`config.mk`:
```
export PLATFORM = sky130hd
export DESIGN_NAME = seq_restoring_divider_flat
export DESIGN_NICKNAME = d
export VERILOG_FILES = /design/src/rtl/seq_restoring_divider_if.sv /design/src/rtl/seq_restoring_divider.sv /design/src/flat_wrapper.sv
export SDC_FILE = /design/constraint.sdc
export NUM_CORES = 1
export LEC_CHECK = 0
export BUFFER_PORTS_ARGS = -buffer_cell sky130_fd_sc_hd__clkbuf_2
export CAP_MARGIN = 20
export CORE_MARGIN = 1.5
export CORE_UTILIZATION = 55
export CTS_CLUSTER_DIAMETER = 100
export DETAILED_ROUTE_END_ITERATION = 7
export GPL_TIMING_DRIVEN = 0
export PLACE_DENSITY = 0.77
export SYNTH_ARGS = -nofsm -noshare
export SYNTH_HDL_FRONTEND = slang
export SYNTH_SLANG_ARGS = --single-unit
```
`constraint.sdc`:
```
create_clock -name clk -period 3.2 [get_ports clk]
set_input_delay 0.64 -clock clk [delete_from_list [all_inputs] [get_ports clk]]
set_output_delay 0.64 -clock clk [all_outputs]
set_load 0.05 [all_outputs]
```
`src/rtl/seq_restoring_divider_if.sv`:
```
// Start/busy/done handshake bundle for the sequential restoring divider.
// The caller drives operands and start; the divider returns the status and registered results.
interface seq_restoring_divider_if #(
    parameter int N = 8
);
    logic         start;
    logic [N-1:0] dividend;
    logic [N-1:0] divisor;
    logic         busy;
    logic         done;
    logic [N-1:0] quotient;
    logic [N-1:0] remainder;
    logic         div_by_zero;

    modport master (
        output start, dividend, divisor,
        input  busy, done, quotient, remainder, div_by_zero
    );

    modport slave (
        input  start, dividend, divisor,
        output busy, done, quotient, remainder, div_by_zero
    );
endinterface

```
`src/rtl/seq_restoring_divider.sv`:
```
// Multi-cycle unsigned restoring divider. Each iteration does one N+1-bit trial
// subtraction and produces one quotient bit, so a divide takes N iterations.
//
// state | meaning
// IDLE  | waiting for start, results holding
// RUN   | one iteration per clock
// DONE  | results valid this cycle, done pulses; a new start is accepted here
module seq_restoring_divider #(
    parameter int N = 8
) (
    input  logic                   clk,
    input  logic                   rst_n,
    seq_restoring_divider_if.slave bus
);
    localparam int CW = $clog2(N);

    typedef enum logic [1:0] {
        IDLE = 2'd0,
        RUN  = 2'd1,
        DONE = 2'd2
    } state_t;

    state_t        state;
    state_t        state_nxt;
    logic [N:0]    rem_acc;
    logic [N-1:0]  quo_acc;
    logic [N-1:0]  div_reg;
    logic [CW-1:0] cnt;

    logic          accept;
    logic          zero_div;
    logic          last_iter;
    logic [N:0]    shifted;
    logic [N:0]    trial;
    logic          trial_neg;
    logic [N:0]    rem_new;
    logic [N-1:0]  quo_new;

    assign accept    = bus.start && (state != RUN);
    assign zero_div  = (bus.divisor == '0);
    assign last_iter = (cnt == CW'(N - 1));

    // Trial subtraction as a + ~b + 1; the MSB of the N+1-bit result is the borrow sign.
    always_comb begin
        shifted   = {rem_acc[N-1:0], quo_acc[N-1]};
        trial     = shifted + ~{1'b0, div_reg} + {{N{1'b0}}, 1'b1};
        trial_neg = trial[N];
        rem_new   = trial_neg ? shifted : trial;
        quo_new   = {quo_acc[N-2:0], ~trial_neg};
    end

    always_ff @(posedge clk or negedge rst_n) begin
        if (!rst_n) begin
            state <= IDLE;
        end else begin
            state <= state_nxt;
        end
    end

    always_comb begin
        state_nxt = state;
        case (state)
            IDLE, DONE: begin
                if (bus.start) begin
                    state_nxt = zero_div ? DONE : RUN;
                end else begin
                    state_nxt = IDLE;
                end
            end
            RUN: begin
                if (last_iter) begin
                    state_nxt = DONE;
                end
            end
            default: state_nxt = IDLE;
        endcase
    end

    always_comb begin
        bus.busy = (state == RUN);
        bus.done = (state == DONE);
    end

    // Published results only change on completion, so they hold through a following operation.
    always_ff @(posedge clk or negedge rst_n) begin
        if (!rst_n) begin
            rem_acc         <= '0;
            quo_acc         <= '0;
            div_reg         <= '0;
            cnt             <= '0;
            bus.quotient    <= '0;
            bus.remainder   <= '0;
            bus.div_by_zero <= 1'b0;
        end else if (accept) begin
            if (zero_div) begin
                bus.quotient    <= '1;
                bus.remainder   <= bus.dividend;
                bus.div_by_zero <= 1'b1;
            end else begin
                rem_acc <= '0;
                quo_acc <= bus.dividend;
                div_reg <= bus.divisor;
                cnt     <= '0;
            end
        end else if (state == RUN) begin
            rem_acc <= rem_new;
            quo_acc <= quo_new;
            cnt     <= cnt + CW'(1);
            if (last_iter) begin
                bus.quotient    <= quo_new;
                bus.remainder   <= rem_new[N-1:0];
                bus.div_by_zero <= 1'b0;
            end
        end
    end
endmodule

```
`src/flat_wrapper.sv`:
```
// flat-port wrapper written by rule: the top's interface ports become plain ports
module seq_restoring_divider_flat 
#(
    parameter int N = 8
)
  (clk, rst_n, bus_start, bus_dividend, bus_divisor, bus_busy, bus_done, bus_quotient, bus_remainder, bus_div_by_zero);
  seq_restoring_divider_if #(.N(N)) bus_i ();
  input  logic clk;
  input  logic rst_n;
  input wire logic [$bits(bus_i.start)-1:0] bus_start;
  input wire logic [$bits(bus_i.dividend)-1:0] bus_dividend;
  input wire logic [$bits(bus_i.divisor)-1:0] bus_divisor;
  output wire logic [$bits(bus_i.busy)-1:0] bus_busy;
  output wire logic [$bits(bus_i.done)-1:0] bus_done;
  output wire logic [$bits(bus_i.quotient)-1:0] bus_quotient;
  output wire logic [$bits(bus_i.remainder)-1:0] bus_remainder;
  output wire logic [$bits(bus_i.div_by_zero)-1:0] bus_div_by_zero;
  assign bus_i.start = bus_start;
  assign bus_i.dividend = bus_dividend;
  assign bus_i.divisor = bus_divisor;
  assign bus_busy = bus_i.busy;
  assign bus_done = bus_i.done;
  assign bus_quotient = bus_i.quotient;
  assign bus_remainder = bus_i.remainder;
  assign bus_div_by_zero = bus_i.div_by_zero;
  seq_restoring_divider #(.N(N)) u_core (.clk(clk), .rst_n(rst_n), .bus(bus_i));
endmodule
```
* Word level (Yosys, flattened, before mapping)
Index checks and enable logic that the tools add are counted.
** Operators by class
- $add $sub $neg :: 3
- Eq/ne operators :: 7
- Muxes and demuxes :: 26
- Bitwise operators :: 3
- Reductions and logical operators :: 9
** Operators by type and width (count)
- two-way mux 8 bit :: 15
- adder 9 x 1 -> 9 bit (second input constant) :: 1
- adder 9 bit :: 1
- two-way mux 3 bit :: 3
- inverter 8 -> 9 bit :: 1
- zero test 8 bit :: 1
- two-way mux 2 bit :: 3
- two-way mux 1 bit :: 4
- != test 2 x 1 -> 1 bit (second input constant) :: 2
- != test 2 bit (second input constant) :: 2
- case mux 2 bit (2 select lines) :: 1
- AND reduction 2 bit :: 2
- nonzero test 2 bit :: 2
- adder 3 x 1 -> 3 bit (second input constant) :: 1
- == test 3 bit (second input constant) :: 1
- AND reduction 3 bit :: 1
- == test 2 x 1 -> 1 bit (second input constant) :: 1
- == test 2 bit (second input constant) :: 1
- zero test 2 bit :: 1
- inverter 1 bit :: 2
- OR reduction 2 bit :: 1
- logical AND 1 bit :: 1
** Storage, ports and cells
- Flip-flop bits (word level) :: 46
- Bits of input ports :: 19
- Output and inout bits :: 19
- Word-level logic and storage cells :: 56

* Logic depth before layout (Yosys ltp)
- Depth after elaboration :: 7
- Gate-level depth with buffers :: 10
- Depth with buffers taken out :: 9

* Worst setup path after synthesis
No wires, ideal clock.
- Kind :: flip-flop to flip-flop
- Start :: register u_core.quo_acc[7]
- End :: register u_core.bus.remainder[1]
- Library setup time :: 0.128 ns
- Data arrival time :: 2.252 ns
- Slack :: 0.820 ns
- Cell stages (with the launch flop) :: 11
- Cells stage by stage :: dfrtp_1 > inv_1 > ha_1 > inv_1 > fa_1 > a211oi_4 > o211ai_2 > a221oi_2 > buf_6 > mux2i_1 > o22ai_1
** Between the ends
- Word-level cells in the longest chain between the ends :: 6
** RTL lines
- from (decl) :: line seq_restoring_divider.sv:26 : logic [N-1:0] quo_acc;
- from (signal assigned) :: line seq_restoring_divider.sv:101 : quo_acc <= bus.dividend;
- from (signal assigned) :: line seq_restoring_divider.sv:107 : quo_acc <= quo_new;
- adder 9 bit :: line seq_restoring_divider.sv:46 : trial = shifted + ~{1'b0, div_reg} + {{N{1'b0}}, 1'b1};
- adder 9 x 1 -> 9 bit :: line seq_restoring_divider.sv:46
- two-way mux 8 bit :: line seq_restoring_divider.sv:48 : rem_new = trial_neg ? shifted : trial;
- two-way mux 8 bit :: line seq_restoring_divider.sv:109 : if (last_iter) begin
- two-way mux 8 bit :: line seq_restoring_divider.sv:105 : end else if (state == RUN) begin
- two-way mux 8 bit :: line seq_restoring_divider.sv:94 : end else if (accept) begin
- to (signal assigned) :: line seq_restoring_divider.sv:97 : bus.remainder <= bus.dividend;
- to (signal assigned) :: line seq_restoring_divider.sv:111 : bus.remainder <= rem_new[N-1:0];
- to (decl) :: line seq_restoring_divider_if.sv:22 : output busy, done, quotient, remainder, div_by_zero
Every way passes these cells. The select of a mux whose other input is x is not followed.
A chain may end at the register's enable or synchronous reset.

* Final worst setup path
Ends and elaborated chain as after synthesis.

==> results.sh <==
export IMPL_vias=2069
export IMPL_post_dp_cell_area_mm2=0.002781
export IMPL_synth_async_reset_ratio_pct=100.0
export IMPL_finalSetupTns_ps=0
export IMPL_netlist_instances=260
export IMPL_worstPathCellList="inv_1 > ha_1 > inv_1 > fa_1 > a211oi_4 > o211ai_2 > a221oi_2 > buf_6 > mux2i_1 > o22ai_1"
export IMPL_num_rows=24
export IMPL_grt_pass1_vias=2017
export IMPL_fmax_ghz=0.3560
export IMPL_antenna_found_initial=0
export IMPL_finalCriticalPeriod_ps=2809
export IMPL_first_pass_iters=4
export IMPL_p_leak_nw=1.370
export IMPL_rsz0062_at_grt="no"
export IMPL_critPathKind="flip-flop to flip-flop"
export IMPL_reg2reg_to="u_core.bus.remainder[1]$_DFFE_PN0P_"
export IMPL_die_y_um=70.64
export IMPL_crit_slowest_cell="fa_1"
export IMPL_min_period_over_period_pct=87.78
export IMPL_syn_num_nets=290
export IMPL_postCtsSetupBuffers=0
export IMPL_start_kind="flip-flop"
export IMPL_drv_slew=0
export IMPL_worst_setup_path_end_kind="flip-flop"
export IMPL_area_delta_synth_final_pct=14.32
export IMPL_yosysSeqAreaShare_pct=45.75
export IMPL_drt_iter0_drc=149
export IMPL_synth_edf_count=0
export IMPL_num_io_pins=38
export IMPL_ff2ff_path_depth=10
export IMPL_pre_cts_slack_ps=448.4
export IMPL_instances_no_fill=357
export IMPL_yosysWarnings=0
export IMPL_clockRootBuffer="clkbuf_8"
export IMPL_cp_num_buf_inv=3
export IMPL_ys_top_cells_by_area="dfrtp_1 46%, nand2_1 6.3%, mux2i_1 5.6%"
export IMPL_cap_violations=0
export IMPL_numPortBuffers=36
export IMPL_p_per_area_mw_per_mm2=1266
export IMPL_crit_family="compound AO/OA/AOI/OAI gates"
export IMPL_synth_common_cells="46 x dfrtp_1, 42 x nand2_1, 22 x o21ai_0"
export IMPL_die_w_um=70.64
export IMPL_diodes=0
export IMPL_setup_violations=0
export IMPL_cts_path_max_buffers=2
export IMPL_r2r_start="u_core.quo_acc[7]$_DFFE_PN0P_"
export IMPL_r2r_slack_ps=390
export IMPL_htree_levels=2
export IMPL_grt_max_degree=27
export IMPL_vias_per_cell=5.796
export IMPL_synth_distinct_cells=46
export IMPL_routedWlPerCell_um=15.49
export IMPL_hold_class="input pin to async pin"
export IMPL_synth_flop_cell="dfrtp_1"
export IMPL_crit_fanout=10
export IMPL_cts_tree="built"
export IMPL_finalHoldViolCount=0
export IMPL_start_util_pct=57.39
export IMPL_multi_input_comb_area_mm2=0.001254
export IMPL_die_area_mm2=0.004989
export IMPL_hold_buffers=0
export IMPL_post_dp_hpwl_um=4138
export IMPL_cts_repair_resized=0
export IMPL_yosys_register_bits=46
export IMPL_antenna_left=0
export IMPL_clock_sinks=46
export IMPL_drc=0
export IMPL_synth_cell_area_mm2=0.002516
export IMPL_ir_drop_v=0.0007087
export IMPL_gp_congestion=0.7741
export IMPL_fillCellCount=370
export IMPL_seqCellArea_mm2=0.001151
export IMPL_cp_arrival_ps=2980
export IMPL_yosysMostFrequentCell="dfrtp_1"
export IMPL_grt_pass1_wl_um=9335
export IMPL_clk_latency_ps=300
export IMPL_nets=334
export IMPL_core_mm2=0.004384
export IMPL_path_clk_slew_ps=90
export IMPL_required_ps=3370
export IMPL_postSynthAreaPerCell_um2=9.678
export IMPL_cts_buffers=5
export IMPL_synth_area_leader_cell="dfrtp_1"
export IMPL_outcome="finished, final reports clean"
export IMPL_max_stage_delay_ps=440
export IMPL_finalWirelength_um=5531
export IMPL_power_mw=3.641
export IMPL_grt_overflow=0
export IMPL_worst_pin_slew_ps=625.6
export IMPL_fin_skew_ps=8.525
export IMPL_stdcell_area_mm2=0.002877
export IMPL_path_common_cell="inv_1"
export IMPL_drive_gt1_share_pct=22.30
export IMPL_synth_top_area_share_pct=45.75
export IMPL_placedCellCount=349
export IMPL_slew_headroom_pct=58.19
export IMPL_grt_usage_pct=23.59
export IMPL_fin_ws_ps=391.0
==> layer usage <==
metal | global-route usage [%] | vias up | share of wire, %
li1 | - | 1015 | -
met1 | 33.93 | 1007 | 49
met5 | 0 | - | 0
met3 | 3.704 | 5 | 3.4
met4 | 5.451 | 0 | 0.71
met2 | 38.26 | 42 | 47
==> through the flow <==
step | hold slack, ps | util [%]
after floorplan | 344.4 | -
after global placement | 463.1 | 62.99
after detailed placement | 473.9 | 63.44
after global routing | 346.7 | 65.61
after CTS | 322.5 | 65.61
final | 310.0 | 65.61
==> worst register-to-register path, delay by kind of cell, from the launching register on <==
family	cells	cell delay, ps
AO/OA/AOI/OAI	4	990
adder cells (fa/ha/maj)	2	630
buffers and inverters	3	400
flip-flops	1	390
multiplexers	1	280
==> worst max path at each step <==
stage                             startpoint                                   to  slack (ps)  cells after the start
2_1_floorplan  u_core.quo_acc[7]$_DFFE_PN0P_  u_core.bus.remainder[1]$_DFFE_PN0P_         820                     10
3_3_place_gp   u_core.quo_acc[7]$_DFFE_PN0P_  u_core.bus.remainder[1]$_DFFE_PN0P_         480                     10
3_5_place_dp   u_core.quo_acc[7]$_DFFE_PN0P_  u_core.bus.remainder[1]$_DFFE_PN0P_         450                     10
4_1_cts        u_core.quo_acc[7]$_DFFE_PN0P_  u_core.bus.remainder[1]$_DFFE_PN0P_         400                     10
5_1_grt        u_core.quo_acc[7]$_DFFE_PN0P_  u_core.bus.remainder[3]$_DFFE_PN0P_         240                     10
6_report       u_core.quo_acc[7]$_DFFE_PN0P_  u_core.bus.remainder[1]$_DFFE_PN0P_         390                     10
==> kinds of logic after synthesis <==
group	synth area share (%)
simple gates	14.17
mux	9.150
compound gates	19.34
buf+inv	4.425
xor+xnor	1.393
flops	45.75
fa+ha+maj	5.768
==> layout make-up <==
type	instances	area share, %
clock inverters	1	0.3045
multi-input cells	188	43.58
inverters	13	1.696
well taps	52	2.262
plain buffers	13	2.175
repair buffers	37	6.960
clock buffers	7	3.001
flip-flops and latches	46	40.02
==> cell usage in the layout (no fill, tap or decap), types with 7 or more instances in the layout <==
cell type  instances
nor2_1            12
o22ai_1            8
o21ai_1            7
nand3_1            9
inv_1             12
nand2_1           42
ha_1              10
mux2_2             8
a21oi_1           12
mux2i_1           14
clkbuf_2          36
dfrtp_1           46
clkbuf_1           8
o21ai_0           22
==> power breakdown <==
group	total, mW	internal, mW	switching [mW]
Sequential	1.03	0.853	0.176
Combinational	2.24	0.854	1.38
Clock	0.375	0.179	0.196
Total	3.64	1.89	1.76
(Power assumes the default switching activity.)
